`config.mk`:
```
export PLATFORM = sky130hd
export DESIGN_NAME = dmem_lsu_flat
export DESIGN_NICKNAME = d
export VERILOG_FILES = /design/src/rtl/dmem_lsu_if.sv /design/src/rtl/dmem_lsu.sv /design/src/flat_wrapper.sv
export SDC_FILE = /design/constraint.sdc
export NUM_CORES = 1
export LEC_CHECK = 0
export BUFFER_PORTS_ARGS = -buffer_cell sky130_fd_sc_hd__buf_2
export CORE_MARGIN = 1.5
export CORE_UTILIZATION = 46
export CTS_CLUSTER_SIZE = 25
export DETAILED_ROUTE_END_ITERATION = 10
export GPL_TIMING_DRIVEN = 0
export PLACE_DENSITY = 0.76
export SLEW_MARGIN = 20
export SYNTH_ARGS = -nofsm -noshare
export SYNTH_HDL_FRONTEND = slang
export SYNTH_SLANG_ARGS = --single-unit
```
`constraint.sdc`:
```
create_clock -name clk -period 3.55 [get_ports clk]
set_input_delay 0.1775 -clock clk [delete_from_list [all_inputs] [get_ports clk]]
set_output_delay 0.1775 -clock clk [all_outputs]
set_load 0.005 [all_outputs]
```
`src/rtl/dmem_lsu_if.sv`:
```
// CPU request/response and data-memory bus for the load/store unit.
// The slave modport is the LSU side; the master modport is the execute/memory side.
interface dmem_lsu_if;
  logic        req_valid;
  logic        req_ready;
  logic        req_write;
  logic [2:0]  req_funct3;
  logic [31:0] req_addr;
  logic [31:0] req_wdata;
  logic        resp_valid;
  logic [31:0] resp_rdata;
  logic        resp_error;
  logic        busy;
  logic [31:0] mem_addr;
  logic [31:0] mem_write_data;
  logic        mem_read;
  logic        mem_write;
  logic [31:0] mem_read_data;

  modport slave (
    input  req_valid, req_write, req_funct3, req_addr, req_wdata, mem_read_data,
    output req_ready, resp_valid, resp_rdata, resp_error, busy,
           mem_addr, mem_write_data, mem_read, mem_write
  );

  modport master (
    output req_valid, req_write, req_funct3, req_addr, req_wdata, mem_read_data,
    input  req_ready, resp_valid, resp_rdata, resp_error, busy,
           mem_addr, mem_write_data, mem_read, mem_write
  );
endinterface

```
`src/rtl/dmem_lsu.sv`:
```
// Load/store unit for a word-only data memory: sub-word stores become read-modify-write,
// loads get lane extraction and sign/zero extension, bad requests answer with an error.
module dmem_lsu #(
  parameter int unsigned MEM_WORDS = 4096
) (
  input logic       clk,
  input logic       rst_n,
  dmem_lsu_if.slave bus
);
  typedef enum logic [1:0] {IDLE = 2'd0, RD = 2'd1, WR = 2'd2, RESP = 2'd3} state_t;

  localparam logic [32:0] ADDR_LIMIT = 33'(MEM_WORDS) * 33'd4;

  state_t      state_q, state_d;
  logic        write_q, write_d;
  logic        err_q, err_d;
  logic [2:0]  funct3_q, funct3_d;
  logic [31:0] addr_q, addr_d;
  logic [31:0] wdata_q, wdata_d;
  logic [31:0] data_q, data_d;

  logic        accept;
  logic        req_err;
  logic        illegal;
  logic        misalign;
  logic [4:0]  shift;
  logic [7:0]  lane_b;
  logic [15:0] lane_h;
  logic [31:0] load_ext;
  logic [31:0] merged;

  assign accept = bus.req_valid && (state_q == IDLE);

  // funct3[1:0] encodes access size for both loads and stores once funct3 is legal
  always_comb begin
    illegal  = bus.req_write ? (bus.req_funct3 > 3'd2)
                             : (bus.req_funct3 == 3'd3 || bus.req_funct3 >= 3'd6);
    misalign = ((bus.req_funct3[1:0] == 2'd1) && bus.req_addr[0]) ||
               ((bus.req_funct3[1:0] == 2'd2) && (bus.req_addr[1:0] != 2'd0));
    req_err  = illegal || misalign || ({1'b0, bus.req_addr} >= ADDR_LIMIT);
  end

  always_ff @(posedge clk or negedge rst_n) begin
    if (!rst_n) begin
      state_q  <= IDLE;
      write_q  <= 1'b0;
      err_q    <= 1'b0;
      funct3_q <= 3'd0;
      addr_q   <= 32'd0;
      wdata_q  <= 32'd0;
      data_q   <= 32'd0;
    end else begin
      state_q  <= state_d;
      write_q  <= write_d;
      err_q    <= err_d;
      funct3_q <= funct3_d;
      addr_q   <= addr_d;
      wdata_q  <= wdata_d;
      data_q   <= data_d;
    end
  end

  always_comb begin
    state_d  = state_q;
    write_d  = write_q;
    err_d    = err_q;
    funct3_d = funct3_q;
    addr_d   = addr_q;
    wdata_d  = wdata_q;
    data_d   = data_q;
    case (state_q)
      IDLE: if (accept) begin
        write_d  = bus.req_write;
        err_d    = req_err;
        funct3_d = bus.req_funct3;
        addr_d   = bus.req_addr;
        wdata_d  = bus.req_wdata;
        if (req_err)                                     state_d = RESP;
        else if (bus.req_write && bus.req_funct3 == 3'd2) state_d = WR;
        else                                             state_d = RD;
      end
      RD: begin
        data_d  = bus.mem_read_data;
        state_d = write_q ? WR : RESP;
      end
      WR:      state_d = RESP;
      default: state_d = IDLE;
    endcase
  end

  // Lane selection shared by load extraction and sub-word store merge
  always_comb begin
    shift  = {addr_q[1:0], 3'b000};
    lane_b = 8'(data_q >> shift);
    lane_h = addr_q[1] ? data_q[31:16] : data_q[15:0];
    case (funct3_q)
      3'd0:    load_ext = {{24{lane_b[7]}}, lane_b};
      3'd1:    load_ext = {{16{lane_h[15]}}, lane_h};
      3'd4:    load_ext = {24'd0, lane_b};
      3'd5:    load_ext = {16'd0, lane_h};
      default: load_ext = data_q;
    endcase
    case (funct3_q)
      3'd0:    merged = (data_q & ~(32'h0000_00FF << shift)) | ({24'd0, wdata_q[7:0]} << shift);
      3'd1:    merged = addr_q[1] ? {wdata_q[15:0], data_q[15:0]} : {data_q[31:16], wdata_q[15:0]};
      default: merged = wdata_q;
    endcase
  end

  always_comb begin
    bus.req_ready      = (state_q == IDLE);
    bus.busy           = (state_q != IDLE);
    bus.mem_read       = (state_q == RD);
    bus.mem_write      = (state_q == WR);
    bus.mem_addr       = 32'd0;
    bus.mem_write_data = 32'd0;
    bus.resp_valid     = (state_q == RESP);
    bus.resp_error     = 1'b0;
    bus.resp_rdata     = 32'd0;
    if (state_q == RD || state_q == WR) bus.mem_addr = {addr_q[31:2], 2'b00};
    if (state_q == WR)                  bus.mem_write_data = merged;
    if (state_q == RESP) begin
      bus.resp_error = err_q;
      if (!err_q && !write_q) bus.resp_rdata = load_ext;
    end
  end
endmodule

```
`src/flat_wrapper.sv`:
```
// flat-port wrapper written by rule: the top's interface ports become plain ports
module dmem_lsu_flat 
#(
  parameter int unsigned MEM_WORDS = 4096
)
  (clk, rst_n, bus_req_valid, bus_req_write, bus_req_funct3, bus_req_addr, bus_req_wdata, bus_mem_read_data, bus_req_ready, bus_resp_valid, bus_resp_rdata, bus_resp_error, bus_busy, bus_mem_addr, bus_mem_write_data, bus_mem_read, bus_mem_write);
  dmem_lsu_if bus_i ();
  input logic clk;
  input logic rst_n;
  input wire logic [$bits(bus_i.req_valid)-1:0] bus_req_valid;
  input wire logic [$bits(bus_i.req_write)-1:0] bus_req_write;
  input wire logic [$bits(bus_i.req_funct3)-1:0] bus_req_funct3;
  input wire logic [$bits(bus_i.req_addr)-1:0] bus_req_addr;
  input wire logic [$bits(bus_i.req_wdata)-1:0] bus_req_wdata;
  input wire logic [$bits(bus_i.mem_read_data)-1:0] bus_mem_read_data;
  output wire logic [$bits(bus_i.req_ready)-1:0] bus_req_ready;
  output wire logic [$bits(bus_i.resp_valid)-1:0] bus_resp_valid;
  output wire logic [$bits(bus_i.resp_rdata)-1:0] bus_resp_rdata;
  output wire logic [$bits(bus_i.resp_error)-1:0] bus_resp_error;
  output wire logic [$bits(bus_i.busy)-1:0] bus_busy;
  output wire logic [$bits(bus_i.mem_addr)-1:0] bus_mem_addr;
  output wire logic [$bits(bus_i.mem_write_data)-1:0] bus_mem_write_data;
  output wire logic [$bits(bus_i.mem_read)-1:0] bus_mem_read;
  output wire logic [$bits(bus_i.mem_write)-1:0] bus_mem_write;
  assign bus_i.req_valid = bus_req_valid;
  assign bus_i.req_write = bus_req_write;
  assign bus_i.req_funct3 = bus_req_funct3;
  assign bus_i.req_addr = bus_req_addr;
  assign bus_i.req_wdata = bus_req_wdata;
  assign bus_i.mem_read_data = bus_mem_read_data;
  assign bus_req_ready = bus_i.req_ready;
  assign bus_resp_valid = bus_i.resp_valid;
  assign bus_resp_rdata = bus_i.resp_rdata;
  assign bus_resp_error = bus_i.resp_error;
  assign bus_busy = bus_i.busy;
  assign bus_mem_addr = bus_i.mem_addr;
  assign bus_mem_write_data = bus_i.mem_write_data;
  assign bus_mem_read = bus_i.mem_read;
  assign bus_mem_write = bus_i.mem_write;
  dmem_lsu #(.MEM_WORDS(MEM_WORDS)) u_core (.clk(clk), .rst_n(rst_n), .bus(bus_i));
endmodule
```
==> results of run 1 <==
==> flip-flops by register name, summed over array words and instances (netlist names) <==
signal and count:
u_core.addr_q 32, u_core.data_q 32, u_core.err_q 1, u_core.funct3_q 3, u_core.state_q 2, u_core.wdata_q 32
u_core.write_q 1
==> cell usage after synthesis (all sizes together), types with 2 or more instances <==
library cell,instances,area [µm²]
a22o,7,61.3
nor4,5,31.3
o21ai,13,68.8
dfrtp,103,2580
nand3,2,10.0
a31oi,2,12.5
mux2,100,1130
a221o,8,80.1
o221a,7,78.8
buf,18,95.1
nand2b,11,68.8
inv,6,22.5
clkbuf,23,86.3
mux2i,17,170
a22oi,23,173
o311a,8,80.1
a21oi,15,75.1
nor2,31,116
a211oi,3,27.5
and2,32,200
nand2,37,139
or2,2,12.5
ha,4,50.1
nor2b,12,82.6
nor3,11,60.1
a222oi,7,70.1
==> cell type report <==
cell class | instances | area [µm²] | area share
Sequential cell | 103 | 2580 | 0.353
Multi-Input combinational cell | 372 | 2940 | 0.403
Clock buffer | 11 | 243 | 0.0333
Clock inverter | 5 | 63.8 | 0.00874
Tap cell | 168 | 210 | 0.0288
Timing Repair Buffer | 204 | 1050 | 0.145
Buffer | 41 | 181 | 0.0249
Inverter | 6 | 22.5 | 0.00309
==> worst register-to-register path: cells and delay by family, from the launching register on <==
family | cells | cell delay (ns)
buffers and inverters | 2 | 0.63
muxes | 1 | 0.41
DFF | 1 | 0.39
adders and majority gates | 1 | 0.27
and+or+nand+nor | 1 | 0.26
==> final timing paths <==
check / start / slack, ns / to / depth (start not counted)
hold reg to reg: u_core.addr_q[17] / 0.50 / u_core.addr_q[17] / 1
max in group asynchronous: rst_n / 2.62 / u_core.wdata_q[6] / 3
min in group asynchronous: rst_n / 0.28 / u_core.data_q[23] / 2
hold / removal: bus_req_addr[13] / 0.05 / u_core.addr_q[13] / 2
setup / recovery: u_core.state_q[0] / 0.80 / bus_resp_rdata[23] / 8
setup reg to reg: u_core.state_q[0] / 1.46 / u_core.funct3_q[2] / 5
==> what timing repair did <==
action                                 CTS  global route
endpoints found under the hold margin   35             0
hold buffers                             1             0
resized for setup                        0             0
==> power by group <==
group	switching (mW)	internal [mW]	total (mW)
logic	1.72	1.78	3.50
registers	0.690	1.78	2.47
clock network	0.446	0.574	1.02
total	2.86	4.13	6.99
==> stage by stage <==
| step | hold slack (ns) | util |
|---|---|---|
| after detailed placement | 0.0976 | 0.579 |
| after CTS | 0.0375 | 0.605 |
| after global placement | 0.410 | 0.576 |
| final | 0.0479 | 0.605 |
| after global routing | 0.0382 | 0.605 |
| after floorplan | -0.118 | - |
==> kinds of logic (layout without fill, tap and decap cells) <==
group,count (synthesis),after routing,share of synthesized area
adders and majority gates,4,4,0.00875
buffers and inverters,47,267,0.0356
DFF,103,103,0.450
muxes,118,118,0.230
other,1,2,0.000655
and+or+nand+nor,151,151,0.141
AOI/OAI and AO/OA,97,97,0.133
==> layer usage <==
layer	track usage	vias to the layer above	wire, µm
met1	0.325	2441	7000
li1	-	2335	-
met4	0.0858	0	408
met3	0.0836	32	1650
met5	0	-	0
met2	0.476	287	8590
==> impl_metrics.toml, run 1 <==
[worst_setup_path]
critical-path-top-delay-family = "simple AND/OR/NAND/NOR gates"
crit_required_ns = 3.37
critPathArrivalTime_ns = 2.57
slowest_stage = "nor3b_2"
path_cells = "ha_1 -> nor3b_2 -> and2_1 -> buf_2 -> buf_2 -> nand2_1 -> nand2_1 -> buf_2"
cp-end-kind = "primary output"
critPathMaxStageDelay_ns = 0.63
path_common_cell = "buf_2"
crit_buf_inv = 3
worstPathMaxFanout = 10
start_kind = "flop"
critPathKind = "reg2out"

[global_route]
grt_pass1_vias = 5117
antenna_found_initial = 0
track_usage = 0.274
grt_pass1_wl_um = 27000
grt_max_degree = 69
grt-ovfl-total = 0

[sta]
fin_ws_ns = 0.801
worst_pin_slew_ns = 0.695
clock.fmax_mhz = 364
period_share = 0.774
slew_headroom = 0.534
hold_viol_final = 0
fin_setup_tns_ns = 0
slew_viol_final = 0
rsz0062_at_grt = "no"
setup_violations = 0
period_minus_slack_ns = 2.75
skew_ns = 0.00715

[floorplan]
die-height_um = 115
die_w_um = 115
design.core.area_mm2 = 0.0121
start_util = 0.474
row_count = 40
num_io_pins = 205
die_area_mm2 = 0.0131

[status]
status = "completed"

[final_layout]
drive_gt1_frac = 0.458
num-nets-final = 844
mostFrequentLayoutCell = "buf_2"
synthToLayoutAreaGrowth_pct = 27.5
postLayoutCellArea_mm2 = 0.00730
final_cell_mix = "buf_2, dfrtp_1, mux2_2"
fin_cells = 910
num_antenna_cells = 0
fillers = 1031

[logic_synthesis]
ys_ff_latch = 103
synth_cells = 521
synth.avg_cell_area_um2 = 11.0
seq_area_frac_synth = 0.450
yosys_warnings = 0
ys_types = 49
synth_flop_cell = "dfrtp_1"
synth_edf_count = 0
syn_area_mm2 = 0.00572
async_flop_share = 1.00

[cts]
cts_tree = "done"
insertion_delay_ns = 0.35
clockBufferDepth = 2
path_clk_slew_ns = 0.07
root_buffer = "clkbuf_16"
cts_sinks = 103
cts.htree.levels = 3
post-cts-setup-buffers = 0
cts_buffers = 9

[power_and_ir_drop]
p_per_area_mw_per_mm2 = 958
p_leak_nw = 3.58
total_power_mw = 6.99
max-vdd-ir-drop_mv = 0.535

[place]
dpl_cell_area_mm2 = 0.00698
dp.cells = 893
dpl_worst_slack_ns = 1.18
place.detailed.hpwl_um = 13800
port-buffer-count = 202
place_congestion = 0.928

[detailed_routing]
vias_per_cell = 5.60
drc = 0
vias = 5095
wl_per_cell_um = 19.4
ant_nets = 0
drt_first_pass_iters = 9
wl_um = 17700
drt_iter0_drc = 356

[job]
maxCapViolCount = 0

[min_path]
min_path_type = "in2reg"
Note: power is estimated with default switching activity, not from simulation.
==> run 2: changes to the inputs <==
--- a/config.mk
+++ b/config.mk
@@ -5,13 +5,14 @@
 export SDC_FILE = /design/constraint.sdc
 export NUM_CORES = 1
 export LEC_CHECK = 0
+export ABC_AREA = 1
 export BUFFER_PORTS_ARGS = -buffer_cell sky130_fd_sc_hd__buf_2
 export CORE_MARGIN = 1.5
 export CORE_UTILIZATION = 46
 export CTS_CLUSTER_SIZE = 25
 export DETAILED_ROUTE_END_ITERATION = 10
 export GPL_TIMING_DRIVEN = 0
-export PLACE_DENSITY = 0.76
+export PLACE_DENSITY = 0.77
 export SLEW_MARGIN = 20
 export SYNTH_ARGS = -nofsm -noshare
 export SYNTH_HDL_FRONTEND = slang
==> constraint.sdc (replaced) <==
create_clock -name clk -period 2.39 [get_ports clk]
set_input_delay 0.1195 -clock clk [delete_from_list [all_inputs] [get_ports clk]]
set_output_delay 0.1195 -clock clk [all_outputs]
set_load 0.005 [all_outputs]
==> impl_metrics.toml, run 2 <==
[global_route]
top_usage_layer = "met2"
track_usage = 0.311
grt-ovfl-total = 0
grt_pass1_wl_um = 34900
antenna_found_initial = 0
grtUsageMet2 = 0.502
grtUsageMet3 = 0.0627
grt_max_degree = 75
grt_pass1_vias = 6988
met1_usage = 0.395

[logic_synthesis]
syn_area_mm2 = 0.00629
synth_most_common_cell = "nand2_1"
synth_top_area_cell = "dfrtp_1"
synth_edf_count = 0
ys_ff_latch = 103
synth_top_cell_area_share = 0.410
seq_area_frac_synth = 0.410
yosys-top-cells-count = "nand2_1, inv_1, dfrtp_1, o21ai_0, nor2_1"
synth_cells = 940
ys_types = 36
synth_flop_cell = "dfrtp_1"
netlist_top_cells_area = "dfrtp_1, nand2_1, o21ai_0, inv_1, nor2_1"
async_flop_share = 1.00
yosys_warnings = 0
synth.avg_cell_area_um2 = 6.69

[cts]
clockBufferDepth = 2
cts_tree = "done"
insertion_delay_ns = 0.36
cts.htree.levels = 3
root_buffer = "clkbuf_16"
path_clk_slew_ns = 0.07
cts_sinks = 103
cts_buffers = 9

[worst_setup_path]
cp-end-kind = "primary output"
path_common_cell = "buf_2"
path_cells = "buf_2 -> clkbuf_1 -> o21ai_0 -> o21a_1 -> a211oi_1 -> buf_2"
ff2ff_setup_slack_ns = 0.35
r2r-end = "u_core.wdata_q[16]"
timing.rr.start = "u_core.state_q[0]"
crit_cells = 6
start_kind = "flop"
critPathArrivalTime_ns = 2.19
cp-endpoint = "bus_resp_rdata[5]"
rr_worst_depth = 7
crit_required_ns = 2.27
critPathKind = "reg2out"
critPathMaxStageDelay_ns = 0.38
slowest_stage = "clkbuf_1"
cp-startpoint = "u_core.addr_q[1]"
critical-path-top-delay-family = "compound AO/OA/AOI/OAI gates"
crit_buf_inv = 3
worstPathMaxFanout = 10

[sta]
slew_viol_final = 0
clock.fmax_mhz = 433
skew_ns = 0.00469
slew_headroom = 0.607
worst_pin_slew_ns = 0.590
period_minus_slack_ns = 2.31
hold_viol_final = 1
setup_violations = 0
whs_ns = -0.00485
fin_setup_tns_ns = 0
period_share = 0.967

[power_and_ir_drop]
p_per_area_mw_per_mm2 = 1230
netSwitchingFraction = 0.486
p_leak_nw = 4.95
p_int_mw = 5.48
combPwrFrac = 0.555
p_clk_frac = 0.139
max-vdd-ir-drop_mv = 0.809
p_sw_mw = 5.19
pwr-share-seq = 0.306

[floorplan]
start_util = 0.473
num_io_pins = 205
row_count = 42
design.core.area_mm2 = 0.0133
die_w_um = 120
die_area_mm2 = 0.0144
die-height_um = 120

[detailed_routing]
wl_um = 21800
ant_nets = 0
wl_per_cell_um = 15.4
vias_per_cell = 5.09
drt_first_pass_iters = 5
vias = 7216
drc = 0
drt_iter0_drc = 489

[final_layout]
final_cell_mix = "nand2_1, buf_2, inv_1"
synthToLayoutAreaGrowth_pct = 38.1
num_antenna_cells = 0
num-nets-final = 1345
drive_gt1_frac = 0.219
mostFrequentLayoutCell = "nand2_1"
top_regs = "u_core.addr_q (32), u_core.data_q (32), u_core.wdata_q (32)"

[min_path]
min_path_type = "in2reg"
worstHoldPathCells = 3

[job]
maxCapViolCount = 0

[place]
place.detailed.hpwl_um = 16000
port-buffer-count = 202
place_congestion = 0.953

[status]
status = "complete, but fails checks"
violations = "hold timing"
[run 2: cell types whose count changed after synthesis, moves of 17 or more]
cell / before / now
o21ai_0: 4 / 96
a22oi_1: 23 / 0
mux2i_1: 17 / 0
mux2_2: 100 / 1
and2_1: 32 / 0
nand3_1: 2 / 21
nand2_1: 37 / 364
nor2_1: 31 / 62
inv_1: 5 / 125
[run 2: metrics by stage]
step / cells / utilization / power (mW) / worst slack [ns] / area, µm²
after CTS: 1410 / 0.647 / 10.4 / 0.0129 / 8610
after global routing: 1417 / 0.653 / 11.5 / -0.000565 / 8690
after floorplan: 941 / - / 6.74 / 0.807 / 6290
final: 1417 / 0.653 / 10.7 / 0.0781 / 8690
after detailed placement: 1320 / 0.569 / 8.83 / 0.0709 / 7560
after global placement: 1319 / 0.566 / 8.72 / 0.0587 / 7520
[run 2: how the worst min path moves through the flow]
| stage | from | end | slack (ns) |
|---|---|---|---|
| 2_1_floorplan | rst_n | u_core.addr_q[0] | -0.18 |
| 3_3_place_gp | bus_req_wdata[15] | u_core.wdata_q[15] | 0.31 |
| 3_5_place_dp | rst_n | u_core.data_q[29] | 0.01 |
| 4_1_cts | bus_mem_read_data[12] | u_core.data_q[12] | 0.0004 |
| 5_1_grt | bus_mem_read_data[4] | u_core.data_q[4] | 0.009 |
| 6_report | bus_mem_read_data[4] | u_core.data_q[4] | -0.005 |
[run 2: worst min-delay path: stages]
cell and delay, ns:
buf_2 0.07, nand2_1 0.04, o21ai_0 0.08
[run 2: final cells by class]
class,count,area (µm²)
sequential,103,2580
buffer,51,235
tap,176,220
clock inverter,3,43.8
timing repair buffer,286,1860
fill,1210,4610
multi-input combinational,655,3000
clock buffer,11,243
inverter,132,510
[run 2: logic make-up (layout without fill, tap and decap cells)]
family,after synthesis,count (layout),share of synthesized area
muxes,1,1,0.00179
other,1,2,0.000596
and+or+nand+nor,469,469,0.301
DFF,103,103,0.410
adders and majority gates,4,4,0.00796
buffers and inverters,183,483,0.117
AOI/OAI and AO/OA,179,179,0.163
[run 2: power by group through the flow]
stage | registers, mW | clock network [mW] | logic [mW]
after floorplan | 3.00 | 0 | 3.74
after global routing | 3.35 | 1.57 | 6.59
final | 3.26 | 1.48 | 5.92
after CTS | 3.24 | 1.49 | 5.72
after global placement | 3.24 | 0 | 5.48
after detailed placement | 3.25 | 0 | 5.58
[run 2: metal layers]
metal | routed length (µm) | share of wire
met5 | 0 | 0
met4 | 898 | 0.041
met3 | 1950 | 0.089
met2 | 10000 | 0.46
met1 | 8930 | 0.41
[run 2: timing repair]
item	4_1_cts	5_1_grt
endpoints found under the setup margin	11	23
hold endpoints to repair	104	0
setup buffers	0	7
resized for setup	2	11
pin swaps	0	1
hold buffers	76	0
